[src/rtl/midi_pkg.sv]
// midi_pkg: shared types, constants and helpers for the MIDI receive path.
//   - midi_state_e : message assembly states
//   - status nibble constants for channel-voice messages
//   - midi_msg_t   : assembled channel-voice message payload
//   - midi_data_len: number of data bytes carried by a channel status byte
package midi_pkg;

    localparam int unsigned BYTE_W = 8;
    localparam int unsigned DATA_W = 7;
    localparam int unsigned NIB_W  = 4;

    typedef enum logic [1:0] {
        IDLE = 2'd0,
        D1   = 2'd1,
        D2   = 2'd2,
        SKIP = 2'd3
    } midi_state_e;

    localparam logic [NIB_W-1:0] NOTE_OFF = 4'h8;
    localparam logic [NIB_W-1:0] NOTE_ON  = 4'h9;
    localparam logic [NIB_W-1:0] POLY_AT  = 4'hA;
    localparam logic [NIB_W-1:0] CC       = 4'hB;
    localparam logic [NIB_W-1:0] PROG     = 4'hC;
    localparam logic [NIB_W-1:0] CH_AT    = 4'hD;
    localparam logic [NIB_W-1:0] BEND     = 4'hE;

    typedef struct packed {
        logic [BYTE_W-1:0] status;
        logic [DATA_W-1:0] data1;
        logic [DATA_W-1:0] data2;
    } midi_msg_t;

    // Program change and channel aftertouch carry one data byte, all others two.
    function automatic logic [1:0] midi_data_len(input logic [BYTE_W-1:0] status);
        logic [1:0] len;
        case (status[7:4])
            PROG, CH_AT: len = 2'd1;
            default:     len = 2'd2;
        endcase
        return len;
    endfunction

endpackage

[src/rtl/midi_byte_classify.sv]
// midi_byte_classify: combinational classification of one received MIDI byte.
// Ports:
//   byte_in        - received byte
//   is_data        - bit7 clear
//   is_chan_status - 0x80-0xEF
//   is_sys_common  - 0xF0-0xF7 (system common / SysEx)
//   is_realtime    - 0xF8-0xFF
module midi_byte_classify
    import midi_pkg::*;
(
    input  logic [BYTE_W-1:0] byte_in,
    output logic              is_data,
    output logic              is_chan_status,
    output logic              is_sys_common,
    output logic              is_realtime
);

    always_comb begin
        is_data        = !byte_in[7];
        is_chan_status = byte_in[7] && (byte_in[6:4] != 3'b111);
        is_sys_common  = (byte_in[7:3] == 5'b11110);
        is_realtime    = (byte_in[7:3] == 5'b11111);
    end

endmodule

[src/rtl/midi_rx_sequencer.sv]
// midi_rx_sequencer: drains bytes from the UART receive buffer and assembles
// complete MIDI channel-voice messages, with running status, channel filtering,
// dropping of system-common/SysEx traffic and a separate realtime strobe.
// Ports:
//   clk, reset      - clock, asynchronous active-high reset
//   recv_buf_valid  - UART holds an unread byte
//   reg_dat_do      - UART receive byte
//   reg_dat_re      - read strobe to the UART (combinational)
//   msg_valid/ready - message handshake to the voice allocator
//   msg_status      - status byte (0x80-0xEF)
//   msg_data1/2     - data bytes (data2 = 0 for one-byte messages)
//   rt_valid        - one-cycle pulse per realtime byte
//   rt_byte         - realtime byte (0xF8-0xFF)
module midi_rx_sequencer
    import midi_pkg::*;
#(
    parameter int unsigned CHANNEL     = 16,
    parameter bit          VEL0_IS_OFF = 1'b1
) (
    input  logic              clk,
    input  logic              reset,
    input  logic              recv_buf_valid,
    input  logic [BYTE_W-1:0] reg_dat_do,
    output logic              reg_dat_re,
    output logic              msg_valid,
    input  logic              msg_ready,
    output logic [BYTE_W-1:0] msg_status,
    output logic [DATA_W-1:0] msg_data1,
    output logic [DATA_W-1:0] msg_data2,
    output logic              rt_valid,
    output logic [BYTE_W-1:0] rt_byte
);

    localparam bit               OMNI   = (CHANNEL >= 16);
    localparam logic [NIB_W-1:0] CH_NIB = NIB_W'(CHANNEL);

    midi_state_e       state_q, state_d;
    logic [BYTE_W-1:0] rs_q, rs_d;
    logic [DATA_W-1:0] d1_q, d1_d;
    midi_msg_t         msg_q, msg_d;
    logic              msg_valid_q, msg_valid_d;
    logic              rt_valid_q, rt_valid_d;
    logic [BYTE_W-1:0] rt_byte_q, rt_byte_d;

    logic              is_data;
    logic              is_chan_status;
    logic              is_sys_common;
    logic              is_realtime;

    logic              complete;
    logic [DATA_W-1:0] d2_cur;
    logic              chan_match;
    logic              vel0_off;

    // Byte class decode of the UART head byte.
    midi_byte_classify u_classify (
        .byte_in        (reg_dat_do),
        .is_data        (is_data),
        .is_chan_status (is_chan_status),
        .is_sys_common  (is_sys_common),
        .is_realtime    (is_realtime)
    );

    // State and output registers.
    always_ff @(posedge clk or posedge reset) begin
        if (reset) begin
            state_q     <= IDLE;
            rs_q        <= '0;
            d1_q        <= '0;
            msg_q       <= '0;
            msg_valid_q <= 1'b0;
            rt_valid_q  <= 1'b0;
            rt_byte_q   <= '0;
        end else begin
            state_q     <= state_d;
            rs_q        <= rs_d;
            d1_q        <= d1_d;
            msg_q       <= msg_d;
            msg_valid_q <= msg_valid_d;
            rt_valid_q  <= rt_valid_d;
            rt_byte_q   <= rt_byte_d;
        end
    end

    // Next-state, byte consumption and message completion.
    always_comb begin
        state_d     = state_q;
        rs_d        = rs_q;
        d1_d        = d1_q;
        msg_d       = msg_q;
        msg_valid_d = msg_valid_q && !msg_ready;
        rt_valid_d  = 1'b0;
        rt_byte_d   = rt_byte_q;
        complete    = 1'b0;
        d2_cur      = '0;
        chan_match  = OMNI || (rs_q[3:0] == CH_NIB);
        vel0_off    = 1'b0;

        // Nothing is read while a message is held, realtime bytes included.
        reg_dat_re  = recv_buf_valid && !msg_valid_q;

        if (reg_dat_re) begin
            if (is_realtime) begin
                // Realtime bytes pass through without disturbing assembly.
                rt_valid_d = 1'b1;
                rt_byte_d  = reg_dat_do;
            end else if (is_chan_status) begin
                // A status byte always restarts the message.
                rs_d    = reg_dat_do;
                state_d = D1;
            end else if (is_sys_common) begin
                // System common cancels running status; skip its payload.
                rs_d    = '0;
                state_d = SKIP;
            end else if (is_data) begin
                case (state_q)
                    IDLE, D1: begin
                        // In IDLE a data byte only counts under running status.
                        if (rs_q != '0) begin
                            d1_d = reg_dat_do[DATA_W-1:0];
                            if (midi_data_len(rs_q) == 2'd1) begin
                                complete = 1'b1;
                            end else begin
                                state_d = D2;
                            end
                        end
                    end
                    D2: begin
                        d2_cur   = reg_dat_do[DATA_W-1:0];
                        complete = 1'b1;
                    end
                    default: ;
                endcase
            end
        end

        if (complete) begin
            state_d  = IDLE;
            vel0_off = VEL0_IS_OFF && (rs_q[7:4] == NOTE_ON) && (d2_cur == '0);
            if (chan_match) begin
                msg_valid_d  = 1'b1;
                msg_d.status = vel0_off ? {NOTE_OFF, rs_q[3:0]} : rs_q;
                msg_d.data1  = d1_d;
                msg_d.data2  = d2_cur;
            end
        end
    end

    assign msg_valid  = msg_valid_q;
    assign msg_status = msg_q.status;
    assign msg_data1  = msg_q.data1;
    assign msg_data2  = msg_q.data2;
    assign rt_valid   = rt_valid_q;
    assign rt_byte    = rt_byte_q;

endmodule

[config.mk]
export PLATFORM = sky130hd
export DESIGN_NAME = midi_rx_sequencer
export DESIGN_NICKNAME = d
export VERILOG_FILES = /design/src/rtl/midi_pkg.sv /design/src/rtl/midi_byte_classify.sv /design/src/rtl/midi_rx_sequencer.sv
export SDC_FILE = /design/constraint.sdc
export NUM_CORES = 1
export LEC_CHECK = 0
export BUFFER_PORTS_ARGS = -buffer_cell sky130_fd_sc_hd__buf_2
export CAP_MARGIN = 20
export CORE_MARGIN = 2
export CORE_UTILIZATION = 52
export DETAILED_ROUTE_END_ITERATION = 6
export GPL_ROUTABILITY_DRIVEN = 0
export HOLD_SLACK_MARGIN = 0.06
export PLACE_DENSITY = 0.86
export SYNTH_ARGS = -nofsm -noshare
export SYNTH_HDL_FRONTEND = slang
export SYNTH_SLANG_ARGS = --single-unit
[constraint.sdc]
create_clock -name clk -period 2.6 [get_ports clk]
set_clock_uncertainty 0.05 [all_clocks]
set_input_delay 0.13 -clock clk [delete_from_list [all_inputs] [get_ports clk]]
set_output_delay 0.13 -clock clk [all_outputs]
set_load 0.01 [all_outputs]
==> results of run 1 <==
[flip-flops by register name, indices dropped and copies added, names as in the netlist]
signal	cells
msg_status	8
rt_byte	8
msg_data2	7
rt_valid	1
rs_q	8
msg_valid	1
msg_data1	7
state_q	2
d1_q	7
[per-stage QoR]
stage	hold WS [ps]	util (%)
CTS	70.7	64.0
finish	79.6	64.6
detailed placement	269	61.2
global route	89.0	64.6
global placement	265	61.2
floorplan	176	-
[worst max-delay path: cells and delay by family, from the launching register on]
kind	cells	cell delay [ps]
compound gates	1	480
flops	1	430
simple gates	1	450
mux	2	670
[routing by layer]
layer / up-vias / GRT usage [%] / part of all wire [%]
li1: 614 / - / -
met5: - / 0 / 0
met3: 10 / 4.51 / 6.3
met1: 678 / 30.1 / 44
met4: 0 / 8.24 / 1.9
met2: 56 / 33.0 / 48
[cell usage in the layout, fill, tap and decap left out, types with 2 or more instances in the layout]
cell type / n
nand2_1: 21
mux2_4: 7
buf_2: 44
o21ai_0: 3
nor4_2: 2
or2_2: 5
dfrtp_1: 49
inv_1: 3
buf_4: 2
clkbuf_1: 3
clkbuf_8: 5
a22o_1: 14
nor2_1: 2
dlygate4sd3_1: 2
mux2_1: 2
mux2_2: 8
[power by group]
part	internal, mW	leakage, nW	switching (mW)
logic	0.428	0.515	0.390
clock network	0.191	0.0395	0.226
registers	1.06	0.604	0.187
total	1.68	1.16	0.803
[kinds of logic after synthesis]
group	synth area share [%]
AO/OA/AOI/OAI	12.0
multiplexers	11.3
buffers and inverters	1.24
flip-flops	63.8
AND/OR/NAND/NOR	11.7
[worst max path at each step]
stage	startpoint	end	slack, ps	depth (start not counted)
finish	msg_valid	msg_data1[0]	410	4
global route	msg_valid	msg_data1[0]	330	4
CTS	msg_valid	msg_data1[0]	420	4
detailed placement	msg_valid	msg_data1[0]	440	4
global placement	msg_valid	msg_data1[1]	520	4
floorplan	msg_valid	msg_data1[0]	550	4
[cell type report]
| type | count | share of cell area [%] |
|---|---|---|
| clock buffers | 8 | 3.44 |
| flip-flops and latches | 49 | 52.7 |
| multi-input cells | 85 | 28.9 |
| repair buffers | 49 | 11.8 |
| inverters | 4 | 0.645 |
| well taps | 48 | 2.58 |
==> flow_metrics.py, run 1 <==
metrics = {
    "outcome": {
        "status": "finished, final reports clean",
    },
    "grt": {
        "grt_pass1_vias": 1316,
        "grt_util_all_layers_pct": 21.4,
        "grt_max_degree": 50,
        "antenna_found_initial": 0,
        "grt_pass1_wl_um": 6730,
        "overflow": 0,
    },
    "clock_tree": {
        "cts_tree": "done",
        "cts_resized": 0,
        "htree_levels": 2,
        "clk_latency_ps": 300,
        "numCtsBuffers": 5,
        "cts_buffer_depth": 2,
        "clock-root-buffer": "clkbuf_8",
        "cts_hold_buf": 2,
        "clkSlewWorstSetupHoldPaths_ps": 80,
        "post_cts_buffers": 0,
        "cts_sinks": 49,
    },
    "sta": {
        "post-route-period-util_pct": 84.2,
        "drv_slew": 0,
        "timing.final.ws_setup_ps": 411,
        "hold_viol": 0,
        "worstMarginPinSlew_ps": 769,
        "fin_setup_tns_ps": 0,
        "period_minus_slack_ps": 2190,
        "setup_viol": 0,
        "grt_setup_unrepaired": "no",
        "slew_headroom_pct": 48.5,
        "fmax_mhz": 457,
    },
    "critical_path": {
        "end_kind": "flip-flop",
        "critical-path-max-stage-delay_ps": 480,
        "r2r_start": "msg_valid",
        "crit_fanout": 7,
        "crit_chain": "or3b_4 -> a211oi_4 -> mux2_4 -> mux2_1",
        "cp-start-kind": "flip-flop",
        "critPathArrivalTime_ps": 2320,
        "r2r_setup_slack_ps": 410,
        "path_class": "flip-flop to flip-flop",
        "cp.required_ps": 2730,
        "r2r-end": "msg_data1[0]",
        "slowest_stage": "a211oi_4",
        "r2r_cells": 4,
    },
    "synthesis": {
        "yosys.area.top_type": "dfrtp_1",
        "synth_edf_count": 0,
        "synth_top_area_share_pct": 63.8,
        "synth_nets": 152,
        "synth_commonest_cells": "dfrtp_1, nand2_1, a22o_1",
        "ys_ff_latch": 49,
        "ys_async_sr_fraction_pct": 100,
        "yosys_warnings": 0,
        "ys_top_cells_by_area": "dfrtp_1, a22o_1, mux2_4",
        "ys_seq_area_share_pct": 63.8,
        "yosysUniqueCellTypes": 34,
        "netlist_area_um2": 1920,
        "syn_avg_cell_area_um2": 13.7,
        "syn_inst": 140,
        "yosysMostFrequentCell": "dfrtp_1",
        "dominantRegCellSynth": "dfrtp_1",
    },
    "hold_path": {
        "hold_end": "rs_q[0]",
        "hold_path_class": "input pin to flip-flop",
        "min_path_cells": 2,
        "holdCritStartpoint": "reg_dat_do[0]",
    },
    "place": {
        "io_buffers": 44,
        "dp_hpwl_um": 2820,
        "post-place-ws_ps": 435,
        "dp.cells": 232,
        "place_area_um2": 2210,
    },
    "drt": {
        "wl_per_cell_um": 16.6,
        "drt_iter0_drc": 39,
        "wirelength_um": 4040,
        "drtPass1Iterations": 4,
        "drcViolationCount": 0,
        "vias": 1358,
        "viasPerCell": 5.59,
        "drt.antenna.violating_nets": 0,
    },
    "final_layout": {
        "areaGrowthSynthToFinish_pct": 21.2,
        "instances_no_fill": 243,
        "drive_above_1_share_pct": 41.0,
        "multi_input_area_um2": 672,
        "design_area_um2": 2330,
        "nFillCells": 268,
        "regArea_um2": 1230,
        "fin_nets": 206,
        "n_antenna_cell": 0,
    },
    "floorplanning": {
        "die_area_um2": 4200,
        "row_count": 22,
        "core-area_um2": 3610,
        "die_x_um": 64.8,
        "die_y_um": 64.8,
        "io_pins": 45,
        "initial_utilization_pct": 53.3,
    },
    "pwr": {
        "power.total_mw": 2.48,
        "ir_drop_uv": 601,
        "powerDensity_nw_per_um2": 1070,
        "power.leakage_nw": 1.16,
    },
    "run": {
        "cap_violations": 0,
    },
}
No activity file was read; power rests on OpenSTA's default activity.
==> run 2, diff against run 1 <==
--- a/config.mk
+++ b/config.mk
@@ -8,11 +8,11 @@
 export BUFFER_PORTS_ARGS = -buffer_cell sky130_fd_sc_hd__buf_2
 export CAP_MARGIN = 20
 export CORE_MARGIN = 2
-export CORE_UTILIZATION = 52
+export CORE_UTILIZATION = 47
 export DETAILED_ROUTE_END_ITERATION = 6
 export GPL_ROUTABILITY_DRIVEN = 0
 export HOLD_SLACK_MARGIN = 0.06
-export PLACE_DENSITY = 0.86
+export PLACE_DENSITY = 0.82
 export SYNTH_ARGS = -nofsm -noshare
 export SYNTH_HDL_FRONTEND = slang
 export SYNTH_SLANG_ARGS = --single-unit
==> constraint.sdc (replaced) <==
create_clock -name clk -period 1.75 [get_ports clk]
set_clock_uncertainty 0.05 [all_clocks]
set_input_delay 0.0875 -clock clk [delete_from_list [all_inputs] [get_ports clk]]
set_output_delay 0.0875 -clock clk [all_outputs]
set_load 0.01 [all_outputs]
==> flow_metrics.py, run 2 (synthesized netlist as in run 1, its figures left out) <==
metrics = {
    "clock_tree": {
        "cts_buffer_depth": 2,
        "cts_tree": "done",
        "post_cts_buffers": 0,
        "clkSlewWorstSetupHoldPaths_ps": 80,
        "clk_latency_ps": 300,
        "cts_sinks": 49,
        "htree_levels": 2,
        "clock-root-buffer": "clkbuf_8",
        "numCtsBuffers": 5,
    },
    "critical_path": {
        "r2r_cells": 5,
        "r2r_setup_slack_ps": -140,
        "critPathArrivalTime_ps": 2020,
        "cp-startpoint": "msg_valid",
        "cp.required_ps": 1880,
        "end_kind": "flip-flop",
        "r2r_start": "msg_valid",
        "crit_path_end": "msg_data1[5]",
        "r2r-end": "msg_data1[5]",
        "path_class": "flip-flop to flip-flop",
        "cp-start-kind": "flip-flop",
        "crit_fanout": 7,
    },
    "sta": {
        "fin_setup_tns_ps": -949,
        "period_minus_slack_ps": 1890,
        "hold_viol": 0,
        "fmax_mhz": 529,
        "slew_headroom_pct": 65.2,
        "drv_slew": 0,
        "grt_setup_unrepaired": "yes",
        "setup_viol": 7,
        "post-route-period-util_pct": 108,
        "timing.final.ws_setup_ps": -139,
        "worstMarginPinSlew_ps": 521,
    },
    "final_layout": {
        "regArea_um2": 1230,
        "layout_commonest_cell": "dfrtp_1",
        "multi_input_area_um2": 701,
        "nFillCells": 295,
        "fin_util_pct": 66.2,
        "final_cell_mix": "dfrtp_1, buf_2, nand2_1, buf_4",
        "drive_above_1_share_pct": 47.5,
        "instances_no_fill": 271,
        "fin_nets": 233,
        "n_antenna_cell": 0,
        "areaGrowthSynthToFinish_pct": 36.8,
    },
    "floorplanning": {
        "initial_utilization_pct": 48.4,
        "core-area_um2": 3970,
        "die_area_um2": 4620,
        "row_count": 23,
        "die_x_um": 67.9,
        "io_pins": 45,
        "die_y_um": 67.9,
    },
    "grt": {
        "grt_util_all_layers_pct": 21.1,
        "overflow": 0,
        "grt_max_degree": 27,
        "antenna_found_initial": 0,
        "grt_pass1_vias": 1415,
        "grt_pass1_wl_um": 6930,
    },
    "place": {
        "dp_hpwl_um": 2920,
        "dp.cells": 255,
        "io_buffers": 44,
    },
    "pwr": {
        "powerDensity_nw_per_um2": 1550,
        "ir_drop_uv": 932,
        "power.leakage_nw": 1.33,
    },
    "hold_path": {
        "hold_path_class": "input pin to flip-flop",
    },
    "drt": {
        "drt.antenna.violating_nets": 0,
        "wl_per_cell_um": 15.7,
        "vias": 1387,
        "drtPass1Iterations": 4,
        "drcViolationCount": 0,
        "viasPerCell": 5.12,
        "wirelength_um": 4250,
        "drt_iter0_drc": 63,
    },
    "outcome": {
        "violations": "negative setup slack",
        "status": "complete, but fails checks",
    },
    "run": {
        "cap_violations": 0,
    },
}
[run 2: cell types whose count changed in the layout (fill, tap and decap cells not counted), sizes merged]
cell,before,now
buf,47,67
dlygate4sd3,2,9
clkbuf,8,5
bufinv,0,1
clkinv,0,1
[run 2: metal layers]
metal	track usage, %	wire length [µm]
met1	29.2	1960
met2	32.0	2020
met4	7.25	46
met5	0	0
met3	5.92	236
[run 2: worst max-delay path, cell delays in order, from the launching register on]
cell,delay [ps]
dfrtp_1,390
or3b_4,390
a211oi_4,210
buf_12,170
mux2_4,300
mux2_4,260
[run 2: per-stage QoR]
stage	cell area, µm²	hold slack (ps)	setup WS [ps]	power, mW
6_report	2630	257	-139	4.08
2_1_floorplan	1950	134	-298	2.64
3_3_place_gp	2430	95.5	-136	3.24
5_1_grt	2630	270	-201	4.34
3_5_place_dp	2430	105	-170	3.31
4_1_cts	2630	244	-138	4.10
[run 2: cell type report]
cell class | instances | share of cell area [%]
tap | 50 | 2.38
clock inverter | 2 | 1.33
sequential | 49 | 46.6
timing repair buffer | 76 | 19.8
multi-input combinational | 85 | 26.7
inverter | 4 | 0.571
clock buffer | 5 | 2.62
[run 2: repair_timing]
action                                  in CTS  in global routing
hold buffers                                 9                  0
pin swaps                                    1                  0
endpoints found under the setup margin       7                 13
resized for setup                            0                  1
hold endpoints to repair                    41                  0
[run 2: worst min path at each step]
| stage | start | end | slack (ps) | depth (start not counted) |
|---|---|---|---|---|
| after global placement | reset | msg_status[0] | 100 | 2 |
| after detailed placement | reset | msg_status[0] | 100 | 2 |
| after global routing | reg_dat_do[7] | msg_status[6] | 270 | 4 |
| after CTS | reg_dat_do[7] | msg_status[6] | 240 | 4 |
| final | reg_dat_do[7] | msg_status[6] | 260 | 4 |
| after floorplan | msg_ready | msg_valid | 130 | 1 |
[run 2: report_power, final]
| part | internal (mW) | total [mW] | switching, mW |
|---|---|---|---|
| registers | 1.57 | 1.82 | 0.248 |
| logic | 0.838 | 1.49 | 0.656 |
| clock network | 0.415 | 0.768 | 0.352 |
==> run 3, diff against run 2 <==
--- a/config.mk
+++ b/config.mk
@@ -12,7 +12,7 @@
 export DETAILED_ROUTE_END_ITERATION = 6
 export GPL_ROUTABILITY_DRIVEN = 0
 export HOLD_SLACK_MARGIN = 0.06
-export PLACE_DENSITY = 0.82
+export PLACE_DENSITY = 0.75
 export SYNTH_ARGS = -nofsm -noshare
 export SYNTH_HDL_FRONTEND = slang
 export SYNTH_SLANG_ARGS = --single-unit
==> constraint.sdc (replaced) <==
create_clock -name clk -period 1.55 [get_ports clk]
set_clock_uncertainty 0.05 [all_clocks]
set_input_delay 0.0775 -clock clk [delete_from_list [all_inputs] [get_ports clk]]
set_output_delay 0.0775 -clock clk [all_outputs]
set_load 0.01 [all_outputs]
==> flow_metrics.py, run 3 (synthesized netlist as in run 1, its figures left out) <==
metrics = {
    "outcome": {
        "status": "complete, but fails checks",
        "violations": "negative setup slack",
    },
    "clock_tree": {
        "clock-root-buffer": "clkbuf_8",
        "numCtsBuffers": 5,
        "clkSlewWorstSetupHoldPaths_ps": 90,
        "cts_sinks": 49,
        "htree_levels": 2,
        "cts_buffer_depth": 2,
        "cts_tree": "done",
        "clk_latency_ps": 320,
    },
    "floorplanning": {
        "die_x_um": 67.9,
        "core-area_um2": 3970,
        "row_count": 23,
        "die_y_um": 67.9,
        "initial_utilization_pct": 48.4,
        "io_pins": 45,
        "die_area_um2": 4620,
    },
    "critical_path": {
        "r2r_setup_slack_ps": -340,
        "r2r_start": "msg_valid",
        "cp.required_ps": 1700,
        "r2r_cells": 5,
        "path_class": "flip-flop to flip-flop",
        "r2r-end": "msg_data1[6]",
        "cp-start-kind": "flip-flop",
        "end_kind": "flip-flop",
        "crit_fanout": 7,
        "critPathArrivalTime_ps": 2040,
    },
    "final_layout": {
        "fin_nets": 250,
        "final_cell_mix": "dfrtp_1, buf_2, buf_4, mux2_4, a22o_1",
        "areaGrowthSynthToFinish_pct": 54.8,
        "fin_util_pct": 74.9,
        "drive_above_1_share_pct": 59.8,
        "n_antenna_cell": 0,
        "layout_commonest_cell": "dfrtp_1",
    },
    "place": {
        "io_buffers": 44,
        "dp_hpwl_um": 3260,
        "post-place-ws_ps": -376,
    },
    "sta": {
        "drv_slew": 0,
        "fin_setup_tns_ps": -4670,
        "timing.final.ws_setup_ps": -343,
        "slew_headroom_pct": 60.4,
        "whs_ps": 119,
        "worstMarginPinSlew_ps": 594,
        "post-route-period-util_pct": 122,
        "hold_viol": 0,
        "fmax_mhz": 528,
        "grt_setup_unrepaired": "yes",
        "setup_viol": 45,
        "period_minus_slack_ps": 1890,
    },
    "drt": {
        "drt.antenna.violating_nets": 0,
        "vias": 1554,
        "drtPass1Iterations": 4,
        "wirelength_um": 5550,
        "viasPerCell": 5.38,
        "drt_iter0_drc": 73,
        "drcViolationCount": 0,
        "wl_per_cell_um": 19.2,
    },
    "pwr": {
        "p_int_mw": 3.50,
        "power.total_mw": 5.16,
        "powerDensity_nw_per_um2": 1740,
        "power.leakage_nw": 1.48,
        "switchingPower_mw": 1.67,
        "ir_drop_uv": 853,
        "switching_share_pct": 32.3,
        "p_clk_share_pct": 17.9,
        "seqPwrFrac_pct": 40.3,
        "combPwrFrac_pct": 41.8,
    },
    "grt": {
        "grt_pass1_wl_um": 7980,
        "antenna_found_initial": 0,
        "grt_pass1_vias": 1539,
        "grt_max_degree": 50,
        "grt_util_all_layers_pct": 24.6,
        "overflow": 0,
    },
    "run": {
        "cap_violations": 0,
    },
    "hold_path": {
        "holdCritStartpoint": "reg_dat_do[3]",
        "hold_end": "msg_data2[3]",
        "min_path_cells": 3,
        "hold_path_class": "input pin to flip-flop",
    },
}
## run 3: cell types whose count changed in the layout (fill, tap and decap cells not counted), sizes merged
cell and change:
dlygate4sd3 -1, clkbuf +2, buf +17
## run 3: metal layers
metal / global-route usage [%] / up-vias / wire length [µm]
met4: 7.50 / 0 / 144
met2: 41.4 / 57 / 2810
met5: 0 / - / 0
met3: 6.09 / 14 / 288
li1: - / 698 / -
met1: 31.3 / 785 / 2300
## run 3: cell type report
class | instances | area (µm²)
clock buffer | 6 | 72.6
clock inverter | 2 | 38.8
fill | 242 | 996
inverter | 4 | 15.0
multi-input combinational | 85 | 856
sequential | 49 | 1230
tap | 50 | 62.6
timing repair buffer | 93 | 704
## run 3: how the worst max path moves through the flow
stage	from	endpoint	slack, ps	depth (start not counted)
6_report	msg_valid	msg_data1[6]	-340	5
5_1_grt	msg_valid	msg_data1[6]	-400	5
2_1_floorplan	msg_valid	msg_data1[0]	-500	4
3_5_place_dp	msg_valid	msg_data1[4]	-380	5
3_3_place_gp	msg_valid	msg_data1[5]	-340	5
4_1_cts	msg_valid	msg_data1[6]	-350	5
## run 3: critical path, cell delays in order (launching register included)
cell and delay (ps):
dfrtp_1 390, or3b_4 390, a211oi_4 210, buf_12 170
mux2_4 310, mux2_4 260
## run 3: stage by stage
stage / cells / instance area, µm²
floorplan: 140 / 1950
finish: 289 / 2980
detailed placement: 260 / 2460
CTS: 281 / 2800
global placement: 260 / 2460
global route: 289 / 2980
## run 3: power groups by stage
| stage | combinational (mW) | sequential [mW] | clock (mW) |
|---|---|---|---|
| after global routing | 2.31 | 2.14 | 0.990 |
| after global placement | 1.66 | 2.04 | 0 |
| after floorplan | 0.774 | 2.21 | 0 |
| after detailed placement | 1.73 | 2.06 | 0 |
| after CTS | 1.93 | 2.06 | 0.928 |
| final | 2.16 | 2.08 | 0.923 |
## run 3: what timing repair did
action	in CTS	in global routing
hold endpoints to repair	66	0
setup endpoints to repair	34	41
pin swaps	7	24
buffers inserted	5	7
hold buffers	8	0
resized for setup	21	34
gates cloned	1	2
